[src/rtl/cla_adder_pipe.sv]
// Two-stage pipelined carry-lookahead adder/subtractor with valid/ready flow control.
// Stage 1 latches conditioned operands and group G/P; stage 2 resolves carries and flags.
module cla_adder_pipe #(
  parameter int WIDTH = 24,
  parameter int GROUP = 4
) (
  input  logic             clk,
  input  logic             rst_n,
  input  logic             in_valid,
  output logic             in_ready,
  input  logic [WIDTH-1:0] a,
  input  logic [WIDTH-1:0] b,
  input  logic             sub,
  input  logic             c_in,
  output logic             out_valid,
  input  logic             out_ready,
  output logic [WIDTH-1:0] sum,
  output logic             c_out,
  output logic             ovf,
  output logic             zero,
  output logic             blk_gen,
  output logic             blk_prop
);

  localparam int NG = WIDTH / GROUP;

  generate
    if ((WIDTH % GROUP) != 0 || GROUP < 2 || GROUP > 8) begin : g_bad_cfg
      $error("cla_adder_pipe: WIDTH must be a multiple of GROUP and GROUP must be 2..8");
    end
  endgenerate

  logic             s1_adv, s2_adv;
  logic             vld_p1_q, vld_p2_q;

  // Stage 0: operand conditioning and per-group lookahead terms
  logic [WIDTH-1:0] b_eff_p0, g_p0, p_p0;
  logic             cin_eff_p0;
  logic [NG-1:0]    gg_p0, gp_p0;
  logic             gacc_p0, pacc_p0;

  always_comb begin
    b_eff_p0   = sub ? ~b : b;
    cin_eff_p0 = sub | c_in;
    g_p0       = a & b_eff_p0;
    p_p0       = a | b_eff_p0;
    gg_p0      = '0;
    gp_p0      = '0;
    gacc_p0    = 1'b0;
    pacc_p0    = 1'b1;
    for (int j = 0; j < NG; j++) begin
      gacc_p0 = 1'b0;
      pacc_p0 = 1'b1;
      for (int k = 0; k < GROUP; k++) begin
        gacc_p0 = g_p0[j*GROUP+k] | (p_p0[j*GROUP+k] & gacc_p0);
        pacc_p0 = pacc_p0 & p_p0[j*GROUP+k];
      end
      gg_p0[j] = gacc_p0;
      gp_p0[j] = pacc_p0;
    end
  end

  // Stage 1: registered operands and group terms
  logic [WIDTH-1:0] a_p1_q, b_p1_q;
  logic             cin_p1_q;
  logic [NG-1:0]    gg_p1_q, gp_p1_q;

  assign s2_adv   = !vld_p2_q | out_ready;
  assign s1_adv   = !vld_p1_q | s2_adv;
  assign in_ready = s1_adv;

  logic [WIDTH-1:0] g_p1, p_p1, c_p1;
  logic             cg_p1, cc_p1, bg_p1;
  logic [WIDTH-1:0] sum_p2_d;
  logic             c_out_p2_d, ovf_p2_d, zero_p2_d, blk_gen_p2_d, blk_prop_p2_d;

  always_comb begin
    g_p1  = a_p1_q & b_p1_q;
    p_p1  = a_p1_q | b_p1_q;
    c_p1  = '0;
    cg_p1 = cin_p1_q;
    cc_p1 = 1'b0;
    bg_p1 = 1'b0;
    for (int j = 0; j < NG; j++) begin
      // Ripple inside the group seeded by the group carry; group carry hops over via G/P.
      cc_p1 = cg_p1;
      for (int k = 0; k < GROUP; k++) begin
        c_p1[j*GROUP+k] = cc_p1;
        cc_p1 = g_p1[j*GROUP+k] | (p_p1[j*GROUP+k] & cc_p1);
      end
      cg_p1 = gg_p1_q[j] | (gp_p1_q[j] & cg_p1);
      bg_p1 = gg_p1_q[j] | (gp_p1_q[j] & bg_p1);
    end
    sum_p2_d      = a_p1_q ^ b_p1_q ^ c_p1;
    c_out_p2_d    = cg_p1;
    ovf_p2_d      = cg_p1 ^ c_p1[WIDTH-1];
    zero_p2_d     = (sum_p2_d == '0);
    blk_gen_p2_d  = bg_p1;
    blk_prop_p2_d = &gp_p1_q;
  end

  // Stage 2: registered results driving the outputs
  logic [WIDTH-1:0] sum_p2_q;
  logic             c_out_p2_q, ovf_p2_q, zero_p2_q, blk_gen_p2_q, blk_prop_p2_q;

  always_ff @(posedge clk or negedge rst_n) begin
    if (!rst_n) begin
      vld_p1_q      <= 1'b0;
      vld_p2_q      <= 1'b0;
      a_p1_q        <= '0;
      b_p1_q        <= '0;
      cin_p1_q      <= 1'b0;
      gg_p1_q       <= '0;
      gp_p1_q       <= '0;
      sum_p2_q      <= '0;
      c_out_p2_q    <= 1'b0;
      ovf_p2_q      <= 1'b0;
      zero_p2_q     <= 1'b0;
      blk_gen_p2_q  <= 1'b0;
      blk_prop_p2_q <= 1'b0;
    end else begin
      if (s1_adv) vld_p1_q <= in_valid;
      if (in_valid && s1_adv) begin
        a_p1_q   <= a;
        b_p1_q   <= b_eff_p0;
        cin_p1_q <= cin_eff_p0;
        gg_p1_q  <= gg_p0;
        gp_p1_q  <= gp_p0;
      end
      if (s2_adv) vld_p2_q <= vld_p1_q;
      if (vld_p1_q && s2_adv) begin
        sum_p2_q      <= sum_p2_d;
        c_out_p2_q    <= c_out_p2_d;
        ovf_p2_q      <= ovf_p2_d;
        zero_p2_q     <= zero_p2_d;
        blk_gen_p2_q  <= blk_gen_p2_d;
        blk_prop_p2_q <= blk_prop_p2_d;
      end
    end
  end

  assign out_valid = vld_p2_q;
  assign sum       = sum_p2_q;
  assign c_out     = c_out_p2_q;
  assign ovf       = ovf_p2_q;
  assign zero      = zero_p2_q;
  assign blk_gen   = blk_gen_p2_q;
  assign blk_prop  = blk_prop_p2_q;

endmodule

[config.mk]
export PLATFORM = sky130hd
export DESIGN_NAME = cla_adder_pipe
export DESIGN_NICKNAME = d
export VERILOG_FILES = /design/src/rtl/cla_adder_pipe.sv
export SDC_FILE = /design/constraint.sdc
export NUM_CORES = 1
export LEC_CHECK = 0
export CORE_UTILIZATION = 45
export DETAILED_ROUTE_END_ITERATION = 6
export PLACE_DENSITY = 0.72
export REMOVE_ABC_BUFFERS = 1
export SLEW_MARGIN = 10
export SYNTH_ARGS = -nofsm -noshare
export SYNTH_HDL_FRONTEND = slang
export SYNTH_SLANG_ARGS = --single-unit
[constraint.sdc]
create_clock -name clk -period 2.6 [get_ports clk]
set_input_delay 0.78 -clock clk [delete_from_list [all_inputs] [get_ports clk]]
set_output_delay 0.78 -clock clk [all_outputs]
set_load 0.03 [all_outputs]
Word-level counts from Yosys, hierarchy flattened
Cells that the tools add are included.

Bitwise gates (word level): 123. Eq/ne operators: 0. Shifts and indexed selects: 0. $add $sub $neg: 0. Reduce and logical (&&, ||, !) cells: 6. Div/mod/pow operators: 0. $lt $le $gt $ge: 0. $mul: 0. Muxes and demuxes: 1.

Operators by type and width (count): 1-bit AND (65); 1-bit bitwise OR (50); 24-bit XOR (2); 24-bit AND (1); 24-bit logical NOT (1); 24-bit 2-to-1 mux (1); 24-bit inverter (1); 24-bit bitwise OR (1); 23-bit AND (1); 23-bit bitwise OR (1); 6-bit AND reduction (1); 1-bit logical AND (2); 1-bit logical NOT (2); 1-bit XOR (1).

Bits in registers: 92. Memories kept: 0. Bits in read-only memories: 0. Memory bits (writable): 0. Bits in latches: 0. Logic and storage cells: 143.

Logic depth before layout (Yosys ltp)
Depth after elaboration: 18. Mapped depth: 11. Gate-level depth less buffers: 11.

Least setup slack after synthesis
OpenSTA, ideal clock, no wires.

Path kind: reg2reg. Start point: register gp_p1_q[0]. End point: register zero_p2_q, in the netlist zero. Buffers on the path: 0. Data arrival time: 2682 ps. Required time: 2524 ps. Setup slack: -158 ps. Cell stages (with the launch flop): 10. Period minus slack after synthesis: 2758 ps. Cells stage by stage: dfrtp_1 a21o_1 a21o_1 fa_1 fa_1 fa_1 or4_1 nor3_1 nand4_1 o21ai_1.

RTL lines: start, declared (line 66) `logic [NG-1:0] gg_p1_q, gp_p1_q;`; start signal, assigned (line 128) `gp_p1_q <= gp_p0;`; 1-bit AND (line 91) `cg_p1 = gg_p1_q[j] | (gp_p1_q[j] & cg_p1);`; 1-bit bitwise OR (line 91); 1-bit AND (line 91); 1-bit bitwise OR (line 91); 1-bit AND (line 89) `cc_p1 = g_p1[j*GROUP+k] | (p_p1[j*GROUP+k] & cc_p1);`; 1-bit bitwise OR (line 89); 1-bit AND (line 89); 1-bit bitwise OR (line 89); 24-bit XOR (line 94) `sum_p2_d = a_p1_q ^ b_p1_q ^ c_p1;`; net sum_p2_d[10] (line 74) `logic [WIDTH-1:0] sum_p2_d;`; 24-bit logical NOT (line 97) `zero_p2_d = (sum_p2_d == '0);`; end signal, assigned (line 135) `zero_p2_q <= zero_p2_d;`; end, declared (line 104) `logic c_out_p2_q, ovf_p2_q, zero_p2_q, blk_gen_p2_q, blk_prop_p2_q;`.

The timed path passes the listed nets, and every way through them passes these cells. A chain may end at the register's enable or synchronous reset.

Worst setup path in the final report
Start point: register cin_p1_q. End point: register zero_p2_q, in the netlist zero.

RTL lines: start, declared (line 65) `logic cin_p1_q;`; start signal, assigned (line 126) `cin_p1_q <= cin_eff_p0;`; 1-bit AND (line 91); 1-bit bitwise OR (line 91); 1-bit AND (line 91); 1-bit bitwise OR (line 91); 1-bit AND (line 89); 1-bit bitwise OR (line 89); 1-bit AND (line 89); 1-bit bitwise OR (line 89); 24-bit XOR (line 94); net sum_p2_d[10] (line 74); 24-bit logical NOT (line 97).

The timed path passes the listed nets, and every way through them passes these cells.

==> flow_metrics.env <==
export IMPL_outcome="finished with violations"
export IMPL_violations="negative setup slack"
export IMPL_synth_top_cell_by_area="dfrtp_1"
export IMPL_cts_tree="yes"
export IMPL_grt_antenna_before_repair=0
export IMPL_cts_hold_buf=0
export IMPL_syn_to_final_growth_pct=27.8
export IMPL_finalNetCount=655
export IMPL_startpoint_type="register"
export IMPL_ys_types=44
export IMPL_arrival_ns=3.11
export IMPL_vias_per_cell=5.49
export IMPL_die_x_um=107
export IMPL_gr_total_overflow=0
export IMPL_num_vias=4000
export IMPL_skew_ns=0.0124
export IMPL_dp_hpwl_um=8870
export IMPL_grt_pass1_wl_um=19400
export IMPL_busiest_layer="met2"
export IMPL_required_ns=2.90
export IMPL_dp_cells=709
export IMPL_numCtsBuffers=9
export IMPL_slew_viol_final=0
export IMPL_drt_iter0_markers=180
export IMPL_synth_seq_area_share=0.463
export IMPL_synth_ff_latch_count=92
export IMPL_reg2reg_to="zero"
export IMPL_syn_area_sq_um=4980
export IMPL_wl_um=11700
export IMPL_numPortBuffers=84
export IMPL_final_core_util=0.589
export IMPL_fin_cells=728
export IMPL_drtAntennaViolNets=0
export IMPL_reg2reg_depth=9
export IMPL_dr_pass1_iters=5
export IMPL_htreeDepth=3
export IMPL_multi_input_area_sq_um=2470
export IMPL_die_area_sq_um=11500
export IMPL_synth_top_area_frac=0.463
export IMPL_rows=38
export IMPL_max_freq_mhz=356
export IMPL_ff_latch_area_sq_um=2300
export IMPL_use_met1=0.290
export IMPL_yosysWarnings=0
export IMPL_worst_slack_ns=-0.210
export IMPL_grt_use_total=0.220
export IMPL_path_class="register to register"
export IMPL_start_util=0.461
export IMPL_syn_inst=481
export IMPL_die_height_um=107
export IMPL_core_area_sq_um=10800
export IMPL_end_kind="register"
export IMPL_worst_pin_slew_ns=0.575
export IMPL_clk_pin_slew_ns=0.09
export IMPL_finalHoldViolations=0
export IMPL_drc=0
export IMPL_use_met2=0.368
export IMPL_max_slew_margin=0.616
export IMPL_setup_viol=1
export IMPL_root_buffer="clkbuf_8"
export IMPL_use_met3=0.0237
export IMPL_leakage_nw=2.72
export IMPL_grt_pass1_vias=3977
export IMPL_wl_per_cell_um=16.0
export IMPL_layout_drive_gt1_share=0.177
export IMPL_peakVddDrop_uv=478
export IMPL_grt_max_degree=66
export IMPL_rsz0062_at_grt="true"
export IMPL_p_per_area_nw_per_um2=804
export IMPL_cts_max_path_buffers=2
export IMPL_cts_sinks=92
export IMPL_insertion_delay_ns=0.37
export IMPL_hp_class="input pin to asynchronous set/reset pin"
export IMPL_r2r_start="cin_p1_q"
export IMPL_syn_avg_cell_area_sq_um=10.3
export IMPL_synthTopCellsByArea="dfrtp_1, fa_1, o21ai_0, nand2_1, mux2_2"
export IMPL_min_period_ns=2.81
export IMPL_io_pins=85
export IMPL_finalCritPeriodShare=1.08
export IMPL_place_congestion=0.805
export IMPL_crit_fanout=3
export IMPL_fillers=904
export IMPL_drv_cap=0
export IMPL_n_antenna_cell=0
export IMPL_rrSetupSlack_ns=-0.21
export IMPL_setup_tns_ns=-0.210
-- cell type report --
| class | count | share of cell area |
|---|---|---|
| multi-input combinational | 325 | 0.388 |
| sequential | 92 | 0.362 |
| timing repair buffer | 115 | 0.172 |
| tap | 140 | 0.0275 |
| inverter | 40 | 0.0236 |
| clock buffer | 11 | 0.0207 |
| clock inverter | 5 | 0.00590 |
-- placed cells by master, fill, tap and decap left out, types with 13 or more instances in the layout --
master / instances
xor2_1: 13
xnor2_1: 20
clkdlybuf4s50_1: 81
nand2_1: 63
mux2_2: 21
dfrtp_1: 91
buf_4: 30
o21ai_0: 52
inv_1: 36
nor2_1: 21
-- flip-flops by register name (all words and copies together) (netlist names) --
name / flops
a_p1_q: 24
b_p1_q: 24
blk_gen: 1
blk_prop: 1
c_out: 1
cin_p1_q: 1
gg_p1_q: 6
gp_p1_q: 6
out_valid: 1
ovf: 1
sum: 24
vld_p1_q: 1
zero: 1
-- metal layers --
| layer | part of all wire | vias up |
|---|---|---|
| li1 | - | 1893 |
| met4 | 0.019 | 0 |
| met2 | 0.49 | 128 |
| met1 | 0.45 | 1958 |
| met5 | 0 | - |
| met3 | 0.038 | 21 |
-- synthesized netlist by cell type (all sizes together) --
| cell type | number |
|---|---|
| inv | 40 |
| o41ai | 1 |
| nand3 | 2 |
| o22ai | 11 |
| and2 | 1 |
| a31oi | 1 |
| nand2 | 65 |
| a21o | 4 |
| a221oi | 14 |
| xor2 | 14 |
| nor2 | 21 |
| a21oi | 8 |
| o221ai | 11 |
| nor3 | 4 |
| a22o | 1 |
| a211o | 1 |
| xnor2 | 23 |
| nor4b | 2 |
| o21bai | 6 |
| o32ai | 1 |
| or4 | 1 |
| nand4 | 3 |
| nand3b | 1 |
| nand2b | 3 |
| dfrtp | 92 |
| a211oi | 1 |
| nor2b | 2 |
| o21ai | 62 |
| fa | 18 |
| mux2 | 21 |
| a221o | 10 |
| clkbuf | 6 |
| o31ai | 6 |
| buf | 18 |
| o21a | 1 |
| a32oi | 5 |
-- cell families after synthesis --
logic type      after synthesis  synth area share
simple gates                105            0.0893
flops                        92             0.463
compound gates              144             0.204
buf+inv                      64            0.0591
fa+ha+maj                    18            0.0724
mux                          21            0.0475
xor+xnor                     37            0.0651
-- how the worst max path moves through the flow --
stage                     startpoint          to  slack, ns
after floorplan            out_ready  a_p1_q[20]      -0.93
after global placement      cin_p1_q        zero      -0.26
after global routing      gp_p1_q[0]        zero      -0.32
after CTS                 gp_p1_q[0]        zero      -0.23
final                       cin_p1_q        zero      -0.21
after detailed placement    cin_p1_q        zero      -0.34
-- critical path, cell delays in order, from the launching register on --
cell	delay, ns
dfrtp_1	0.41
a21o_1	0.19
a21o_1	0.20
fa_2	0.34
fa_2	0.36
fa_2	0.46
or4_4	0.44
nor3_2	0.12
nand4_1	0.11
o21ai_1	0.12
-- where the power goes --
part	internal, mW	switching, mW
Combinational	1.05	1.19
Sequential	1.78	0.234
Clock	0.351	0.506
Total	3.18	1.93
-- metrics by stage --
step	instance area, sq um	setup WS (ns)	power [mW]	hold WS (ns)
4_1_cts	6300	-0.226	5.11	0.406
6_report	6360	-0.210	5.11	0.402
5_1_grt	6360	-0.315	5.42	0.445
2_1_floorplan	4830	-0.930	3.17	0.450
3_5_place_dp	6080	-0.341	4.18	0.470
3_3_place_gp	6080	-0.257	4.13	0.463
-- repair_timing --
action | CTS | global route
gates cloned | 0 | 0
endpoints found under the hold margin | 0 | 0
buffers inserted | 0 | 3
resized for setup | 10 | 14
pin swaps | 2 | 6
endpoints found under the setup margin | 4 | 6
Power figures use the tool's default switching activity.
